--- config.mk ---
export PLATFORM = sky130hd
export DESIGN_NAME = fetch_sequencer
export DESIGN_NICKNAME = d
export VERILOG_FILES = /design/src/rtl/fetch_sequencer.sv
export SDC_FILE = /design/constraint.sdc
export NUM_CORES = 1
export LEC_CHECK = 0
export ABC_CLOCK_PERIOD_IN_PS = 1550
export CORE_ASPECT_RATIO = 1.2
export CORE_MARGIN = 5
export CORE_UTILIZATION = 35
export DETAILED_ROUTE_END_ITERATION = 10
export PLACE_DENSITY = 0.68
export SLEW_MARGIN = 20
export SYNTH_ARGS = -nofsm -noshare
export SYNTH_HDL_FRONTEND = slang
export SYNTH_SLANG_ARGS = --single-unit
--- constraint.sdc ---
create_clock -name clk -period 1.55 [get_ports clk]
set_input_delay 0.155 -clock clk [delete_from_list [all_inputs] [get_ports clk]]
set_output_delay 0.155 -clock clk [all_outputs]
set_load 0.01 [all_outputs]
--- src/rtl/fetch_sequencer.sv ---
// Instruction-fetch front end: strobes the unified memory, captures the IF word
// into an instruction register and offers it to decode over valid/ready.
//
// state   | meaning
// --------+---------------------------------------------------------------
// IDLE    | after reset, waiting for start
// FETCH   | present pc to memory with instr_req (or fault if out of range)
// CAPTURE | memory IF word valid; load instruction register, advance pc
// HOLD    | ir_valid high, waiting for decode to accept
// HALT    | HALT retired or fetch fault; only start or reset leaves
module fetch_sequencer #(
    parameter int unsigned PC_STEP  = 32,
    parameter int unsigned MEM_BITS = 1024,
    parameter logic [31:0] RESET_PC = 32'd0,
    parameter logic [5:0]  HALT_OPC = 6'b110000
) (
    input  logic        clk,
    input  logic        reset,
    input  logic        start,
    output logic [31:0] pc_out,
    output logic        instr_req,
    input  logic [31:0] if_data,
    output logic [31:0] ir_out,
    output logic [31:0] ir_pc,
    output logic        ir_valid,
    input  logic        ir_ready,
    input  logic        redirect,
    input  logic [31:0] redirect_pc,
    output logic        halted,
    output logic        fetch_fault,
    output logic [15:0] retired_cnt
);

    localparam logic [31:0] LAST_PC    = 32'(MEM_BITS - PC_STEP);
    localparam logic [31:0] STEP       = 32'(PC_STEP);
    localparam logic [31:0] ALIGN_MASK = 32'(PC_STEP - 1);

    typedef enum logic [2:0] {
        S_IDLE,
        S_FETCH,
        S_CAPTURE,
        S_HOLD,
        S_HALT
    } state_t;

    state_t      state_q, state_d;
    logic [31:0] pc_q, pc_d;
    logic [31:0] ir_q, ir_d;
    logic [31:0] irpc_q, irpc_d;
    logic        fault_q, fault_d;
    logic [15:0] cnt_q, cnt_d;
    logic        busy;

    always_ff @(posedge clk) begin
        if (reset) begin
            state_q <= S_IDLE;
            pc_q    <= 32'd0;
            ir_q    <= 32'd0;
            irpc_q  <= 32'd0;
            fault_q <= 1'b0;
            cnt_q   <= 16'd0;
        end else begin
            state_q <= state_d;
            pc_q    <= pc_d;
            ir_q    <= ir_d;
            irpc_q  <= irpc_d;
            fault_q <= fault_d;
            cnt_q   <= cnt_d;
        end
    end

    assign busy = (state_q == S_FETCH) || (state_q == S_CAPTURE) || (state_q == S_HOLD);

    always_comb begin
        state_d   = state_q;
        pc_d      = pc_q;
        ir_d      = ir_q;
        irpc_d    = irpc_q;
        fault_d   = fault_q;
        cnt_d     = cnt_q;
        instr_req = 1'b0;
        ir_valid  = 1'b0;
        halted    = 1'b0;

        case (state_q)
            S_IDLE: begin
                if (start) begin
                    pc_d    = RESET_PC;
                    cnt_d   = 16'd0;
                    state_d = S_FETCH;
                end
            end
            S_FETCH: begin
                if (pc_q > LAST_PC) begin
                    fault_d = 1'b1;
                    state_d = S_HALT;
                end else begin
                    instr_req = 1'b1;
                    state_d   = S_CAPTURE;
                end
            end
            S_CAPTURE: begin
                ir_d    = if_data;
                irpc_d  = pc_q;
                pc_d    = pc_q + STEP;
                state_d = S_HOLD;
            end
            S_HOLD: begin
                ir_valid = 1'b1;
                if (ir_ready) begin
                    cnt_d   = cnt_q + 16'd1;
                    state_d = (ir_q[31:26] == HALT_OPC) ? S_HALT : S_FETCH;
                end
            end
            S_HALT: begin
                halted = 1'b1;
                if (start) begin
                    pc_d    = RESET_PC;
                    cnt_d   = 16'd0;
                    state_d = S_FETCH;
                end
            end
            default: state_d = S_IDLE;
        endcase

        // Redirect overrides capture, range fault and HALT entry; a handshake
        // in the same cycle has already been counted above.
        if (busy && redirect) begin
            ir_d    = ir_q;
            irpc_d  = irpc_q;
            pc_d    = redirect_pc & ~ALIGN_MASK;
            fault_d = fault_q | (|(redirect_pc & ALIGN_MASK));
            state_d = S_FETCH;
            if (state_q == S_FETCH) fault_d = fault_q | (|(redirect_pc & ALIGN_MASK));
        end
    end

    assign pc_out      = pc_q;
    assign ir_out      = ir_q;
    assign ir_pc       = irpc_q;
    assign fetch_fault = fault_q;
    assign retired_cnt = cnt_q;

endmodule
==> flow_summary.yaml, run 1 <==
run_status:
  run_status: "complete, but fails checks"
  violations: "setup timing"
floorplan:
  pin_count: 185
  core_um2: 13820
  die_x_um: 118.6
  die_area_um2: 16640
  dieHeight_um: 140.3
  fp-row-count: 47
  start_util_pct: 35.84
clock_tree:
  h-tree-depth: 4
  clock-root-buffer: "clkbuf_16"
  clock_sinks: 116
  numCtsBuffers: 17
  clkTransAtPathRegs_ns: 0.06
  clock_latency_ns: 0.41
  cts_tree: "built"
  cts_buffer_depth: 2
  cts_hold_buf: 0
logic_synthesis:
  synthTopCellsByArea: "dfxtp_1 47%, nand2_1 12%, a21oi_1 7.4%"
  synth_edf_count: 0
  ys_seq_area_share_pct: 46.88
  synth_top_area_share_pct: 46.88
  yosysUniqueCellTypes: 58
  ys_warn_count: 0
  ys_seq_elements: 116
  async_flop_share_pct: 0
  synth_ff_type: "dfxtp_1"
  syn_avg_cell_area_um2: 8.256
  syn_area_um2: 4954
  yosys.area.top_type: "dfxtp_1"
  synthCells: 600
  yosys-top-cells-count: "156 x nand2_1, 116 x dfxtp_1, 73 x a21oi_1"
  syn-num-nets: 671
  synth.most_common_cell: "nand2_1"
routing:
  wl_per_cell_um: 17.59
  routed_wl_um: 18870
  ant_nets: 0
  viasPerCell: 5.171
  vias: 5549
  drt_iter0_markers: 315
  first_pass_iters: 5
  drc: 0
job:
  maxCapViolCount: 0
placed_design:
  portBuffers: 184
  place_ws_ns: -0.4481
  gp_congestion: 0.8665
  dpl.hpwl_um: 12790
timing:
  finalSetupViolCount: 22
  hold_viol_final: 0
  setup_ws_ns: -0.3408
  period_needed_ns: 1.891
  tightest_slew_ns: 0.3717
  min_period_over_period_pct: 122.0
  rsz0062_at_grt: "true"
  fin_skew_ns: 0.009278
  fmax_mhz: 528.9
  slew_headroom_pct: 74.96
  report.final.slew_viol_count: 0
global_route:
  antenna_found_initial: 0
  grt_pass1_wl_um: 27710
  grt_pass1_vias: 5489
  grt_use_total_pct: 20.38
  grt-ovfl-total: 0
  grt_max_degree: 42
layout:
  fin_util_pct: 64.07
  area_delta_synth_final_pct: 78.76
  diodes: 0
  final_nets: 960
  drive_above_1_share_pct: 25.28
power_and_ir_drop:
  powerDensity_nw_per_um2: 1001
  peakVddDrop_uv: 638.4
  leakagePower_nw: 3.627
  total_power_mw: 8.862
critical_path:
  path_cells: "nor4_4, nand4_1, a211oi_2, nor2b_2, buf_2"
  crit_path_start_kind: "flop"
  worst_ep_required_time_ns: 1.39
  path_class: "reg -> out"
  crit_arrival_ns: 1.74
  cpPeakStageDelay_ns: 0.33
  crit_fanout: 2
  reg2reg_slack_ns: -0.30
  cp_slowest_cell: "dfxtp_2"
  end_kind: "output pin"
min_path:
  hp-class: "in -> reg"
## cells by family after synthesis
kind of cell	after synthesis	synth area share, %
compound gates	126	15.71
xor+xnor	31	5.481
fa+ha+maj	2	0.5051
buf+inv	42	3.789
flops	116	46.88
mux	1	0.2021
simple gates	282	27.43
## state kept, by name, indices dropped and copies added (netlist names)
| register | flops |
|---|---|
| ir_pc | 32 |
| pc_out | 32 |
| ir_out | 32 |
| fetch_fault | 1 |
| state_q | 3 |
| retired_cnt | 16 |
## cells in the final DEF, fill, tap and decap left out, types with 13 or more instances in the layout
cell             instances
dfxtp_1                100
xor2_1                  18
dlygate4sd2_1           39
nand2_1                152
buf_6                   17
buf_4                   95
nand4_1                 13
a22o_1                  13
clkdlybuf4s50_1        134
a21oi_1                 70
clkbuf_16               20
nor2_1                  33
## metal layers
metal,global-route usage [%],up-vias,share of wire (%),wire length (µm)
li1,-,2661,-,-
met1,21.68,2622,38,7131
met4,9.851,0,3.4,648
met2,36.36,221,51,9689
met3,6.290,45,7.4,1402
met5,0,-,0,0
## layout make-up
cell class,instances,area (µm²)
Clock inverter,13,133.9
Fill cell,1108,4965
Tap cell,171,214.0
Timing Repair Buffer,305,2913
Multi-Input combinational cell,442,2773
Sequential cell,116,2362
Inverter,7,26.28
Clock buffer,19,432.9
## per-stage QoR
step	cells	hold slack, ns	cell area (µm²)	setup TNS [ns]
global placement	1012	0.4412	7625	-15.87
CTS	1061	0.01943	8468	-1.467
global route	1073	0.02746	8855	-5.344
finish	1073	0.04557	8855	-3.211
detailed placement	1012	0.4471	7625	-22.47
floorplan	600	0.2710	5009	-0.2649
## repair_timing
action / CTS / global route
cloned: 2 / 3
pin swaps: 44 / 33
endpoints found under the setup margin: 109 / 102
resized for setup: 101 / 54
buffers inserted: 16 / 12
## path summary, 6_finish.rpt
path	end	cells after the start	start
hold reg to reg	ir_out[7]$_SDFFE_PP0P_	2	ir_out[7]$_SDFFE_PP0P_
setup reg to reg	pc_out[27]$_SDFFE_PP0P_	8	pc_out[6]$_SDFFE_PP0P_
setup / recovery	instr_req	5	pc_out[26]$_SDFFE_PP0P_
hold / removal	ir_pc[14]$_SDFFE_PP0P_	2	reset
## worst max-delay path: cells and delay by family, from the launching register on
kind	cells	cell delay, ns
simple gates	3	0.65
flops	1	0.33
compound gates	1	0.20
buf+inv	1	0.14
## power by group
| group | internal [mW] | switching (mW) | leakage, nW |
|---|---|---|---|
| clock | 2.36 | 1.42 | 0.277 |
| sequential | 3.10 | 0.0911 | 0.947 |
| combinational | 0.993 | 0.904 | 2.40 |
Note: power is estimated with default switching activity, not from simulation.
==> inputs of run 2 (changes only) <==
Settings changed: ABC_AREA set to 1, PLACE_DENSITY 0.68 to 0.66.
==> run 2 against run 1 <==
- the run still ends with setup timing left
- setup slack gained 0.27 ns
- first-iteration DRC count is 22% higher
- sequential share of layout area fell by 0.78 points
- total power grew 39%
- via count rose by 13%
- sequential cell count did not move
- largest cell class is now multi-input combinational cells
- global-route usage is 0.23 points lower
==> flow_summary.yaml, run 2 <==
global_route:
  grt-ovfl-total: 0
  grt_max_degree: 62
  grt_pass1_wl_um: 30680
  grt_use_total_pct: 20.15
  grt_pass1_vias: 6245
  antenna_found_initial: 0
power_and_ir_drop:
  p_sw_share_pct: 35.34
  netSwitchingPower_mw: 4.361
  powerDensity_nw_per_um2: 1362
  combPwrFrac_pct: 38.3
  seqPwrFrac_pct: 30.1
  leakagePower_nw: 3.835
  peakVddDrop_uv: 902.5
  p_int_mw: 7.980
  power_frac_clock_pct: 31.6
layout:
  mostFrequentLayoutCells: "136 x clkdlybuf4s50_1, 135 x nand2_1, 131 x nor2_1"
  design_area_um2: 9059
  final_nets: 1147
  n_fill_cell: 1468
  ff_latch_area_um2: 2346
  drive_above_1_share_pct: 21.12
  multi_input_area_um2: 2979
  diodes: 0
  area_delta_synth_final_pct: 61.28
  final_common_cell: "clkdlybuf4s50_1"
floorplan:
  pin_count: 185
  die_x_um: 125.6
  die_area_um2: 18690
  fp-row-count: 50
  start_util_pct: 35.77
  core_um2: 15700
  dieHeight_um: 148.8
critical_path:
  path_class: "reg -> out"
  crit_fanout: 2
  reg2reg_slack_ns: 0.02
  path_cells: "nor2_2, nand3_2, nor2_4, nand3_2, nor2_1, buf_2"
  cp_slowest_cell: "dfxtp_2"
  end_kind: "output pin"
  cpPeakStageDelay_ns: 0.32
  worst_ep_required_time_ns: 1.39
  crit_buf_inv: 1
  crit_arrival_ns: 1.47
  crit_path_start_kind: "flop"
  cpMostUsedCell: "nand3_2"
  crit_family: "simple AND/OR/NAND/NOR gates"
timing:
  report.final.slew_viol_count: 0
  hold_slack_ns: 0.1884
  setup_ws_ns: -0.07317
  tightest_slew_ns: 0.4408
  rsz0062_at_grt: "true"
  slew_headroom_pct: 70.39
  hold_viol_final: 0
  period_needed_ns: 1.623
  finalSetupViolCount: 1
  min_period_over_period_pct: 104.7
  fin_skew_ns: 0.006714
  fmax_mhz: 616.1
clock_tree:
  cts_tree: "built"
  clock-root-buffer: "clkbuf_16"
  numCtsBuffers: 17
  cts_buffer_depth: 2
  clock_sinks: 116
  clock_latency_ns: 0.41
  cts_hold_buf: 0
  h-tree-depth: 4
  clkTransAtPathRegs_ns: 0.06
logic_synthesis:
  synthCells: 818
  synth.most_common_cell: "nor2_1"
  synthTopCellsByArea: "dfxtp_1 41%, nor2_1 10%, nand2_1 9.4%"
  yosys-top-cells-count: "153 x nor2_1, 141 x nand2_1, 116 x dfxtp_1"
  synth_top_area_share_pct: 41.35
  async_flop_share_pct: 0
  synth_ff_type: "dfxtp_1"
  synth_edf_count: 0
  syn_area_um2: 5617
  ys_seq_elements: 116
  ys_seq_area_share_pct: 41.35
  yosys.area.top_type: "dfxtp_1"
  syn-num-nets: 889
  yosysUniqueCellTypes: 32
  syn_avg_cell_area_um2: 6.866
  ys_warn_count: 0
routing:
  viasPerCell: 4.854
  wl_per_cell_um: 14.92
  first_pass_iters: 5
  routed_wl_um: 19350
  drt_iter0_markers: 385
  ant_nets: 0
  drc: 0
  vias: 6296
placed_design:
  place_area_um2: 8260
  dpl.hpwl_um: 14060
  gp_congestion: 0.9034
  place_ws_ns: -0.1943
  portBuffers: 184
job:
  maxCapViolCount: 0
run_status:
  run_status: "complete, but fails checks"
  violations: "setup timing"
min_path:
  hp-class: "in -> reg"
-- run 2: through the flow --
stage	setup TNS, ns	util [%]	instances	power [mW]
2_1_floorplan	0	-	818	6.057
3_3_place_gp	-1.414	52.61	1262	8.324
3_5_place_dp	-2.175	52.61	1262	8.370
4_1_cts	-0.1061	56.31	1295	12.26
5_1_grt	-0.3020	57.69	1297	13.05
6_report	-0.07317	57.69	1297	12.34
-- run 2: worst paths after layout --
check	startpoint	cells after the start	endpoint
setup / recovery	pc_out[31]$_SDFFE_PP0P_	6	instr_req
setup reg to reg	pc_out[5]$_SDFFE_PP0P_	9	pc_out[29]$_SDFFE_PP0P_
hold reg to reg	ir_out[30]$_SDFFE_PP0P_	2	ir_out[30]$_SDFFE_PP0P_
hold / removal	reset	4	retired_cnt[2]$_SDFFE_PP0P_
-- run 2: cells by family after synthesis --
logic type / after synthesis / share of synthesized area (%)
AO/OA/AOI/OAI: 174 / 17.60
XOR/XNOR: 4 / 0.6237
adder cells (fa/ha/maj): 2 / 0.4455
buffers and inverters: 120 / 8.777
flip-flops: 116 / 41.35
AND/OR/NAND/NOR: 402 / 31.21
-- run 2: routing by layer --
| metal | track usage [%] | wire (µm) |
|---|---|---|
| met4 | 7.050 | 393 |
| met5 | 0 | 0 |
| met2 | 33.57 | 9313 |
| met1 | 24.51 | 8354 |
| met3 | 6.483 | 1293 |
-- run 2: what timing repair did --
action,CTS,global route
pin swaps,5,16
resized for setup,60,72
endpoints found under the setup margin,58,42
buffers inserted,1,2
-- run 2: power groups by stage --
| stage | Combinational, mW | Clock [mW] | Sequential [mW] |
|---|---|---|---|
| CTS | 4.60 | 3.97 | 3.68 |
| floorplan | 2.06 | 0 | 4.00 |
| finish | 4.73 | 3.90 | 3.71 |
| global route | 5.16 | 4.11 | 3.77 |
| global placement | 4.61 | 0 | 3.72 |
| detailed placement | 4.64 | 0 | 3.73 |
-- run 2: tightest hold or removal path, stage by stage --
cell and delay (ns):
buf_2 0.12, inv_2 0.07, nand2_1 0.15, nor3_2 0.06
-- run 2: layout make-up --
class / instances / share of cell area, %
Timing Repair Buffer: 274 / 28.27
Multi-Input combinational cell: 582 / 32.89
Clock buffer: 20 / 5.041
Inverter: 85 / 3.577
Clock inverter: 12 / 1.450
Sequential cell: 116 / 25.90
Tap cell: 208 / 2.873
==> inputs of run 3 (changes only) <==
Settings changed: CAP_MARGIN set to 0.
==> results of run 3 <==
Same layout as run 2: the final DEF is identical, and so are final timing and power.
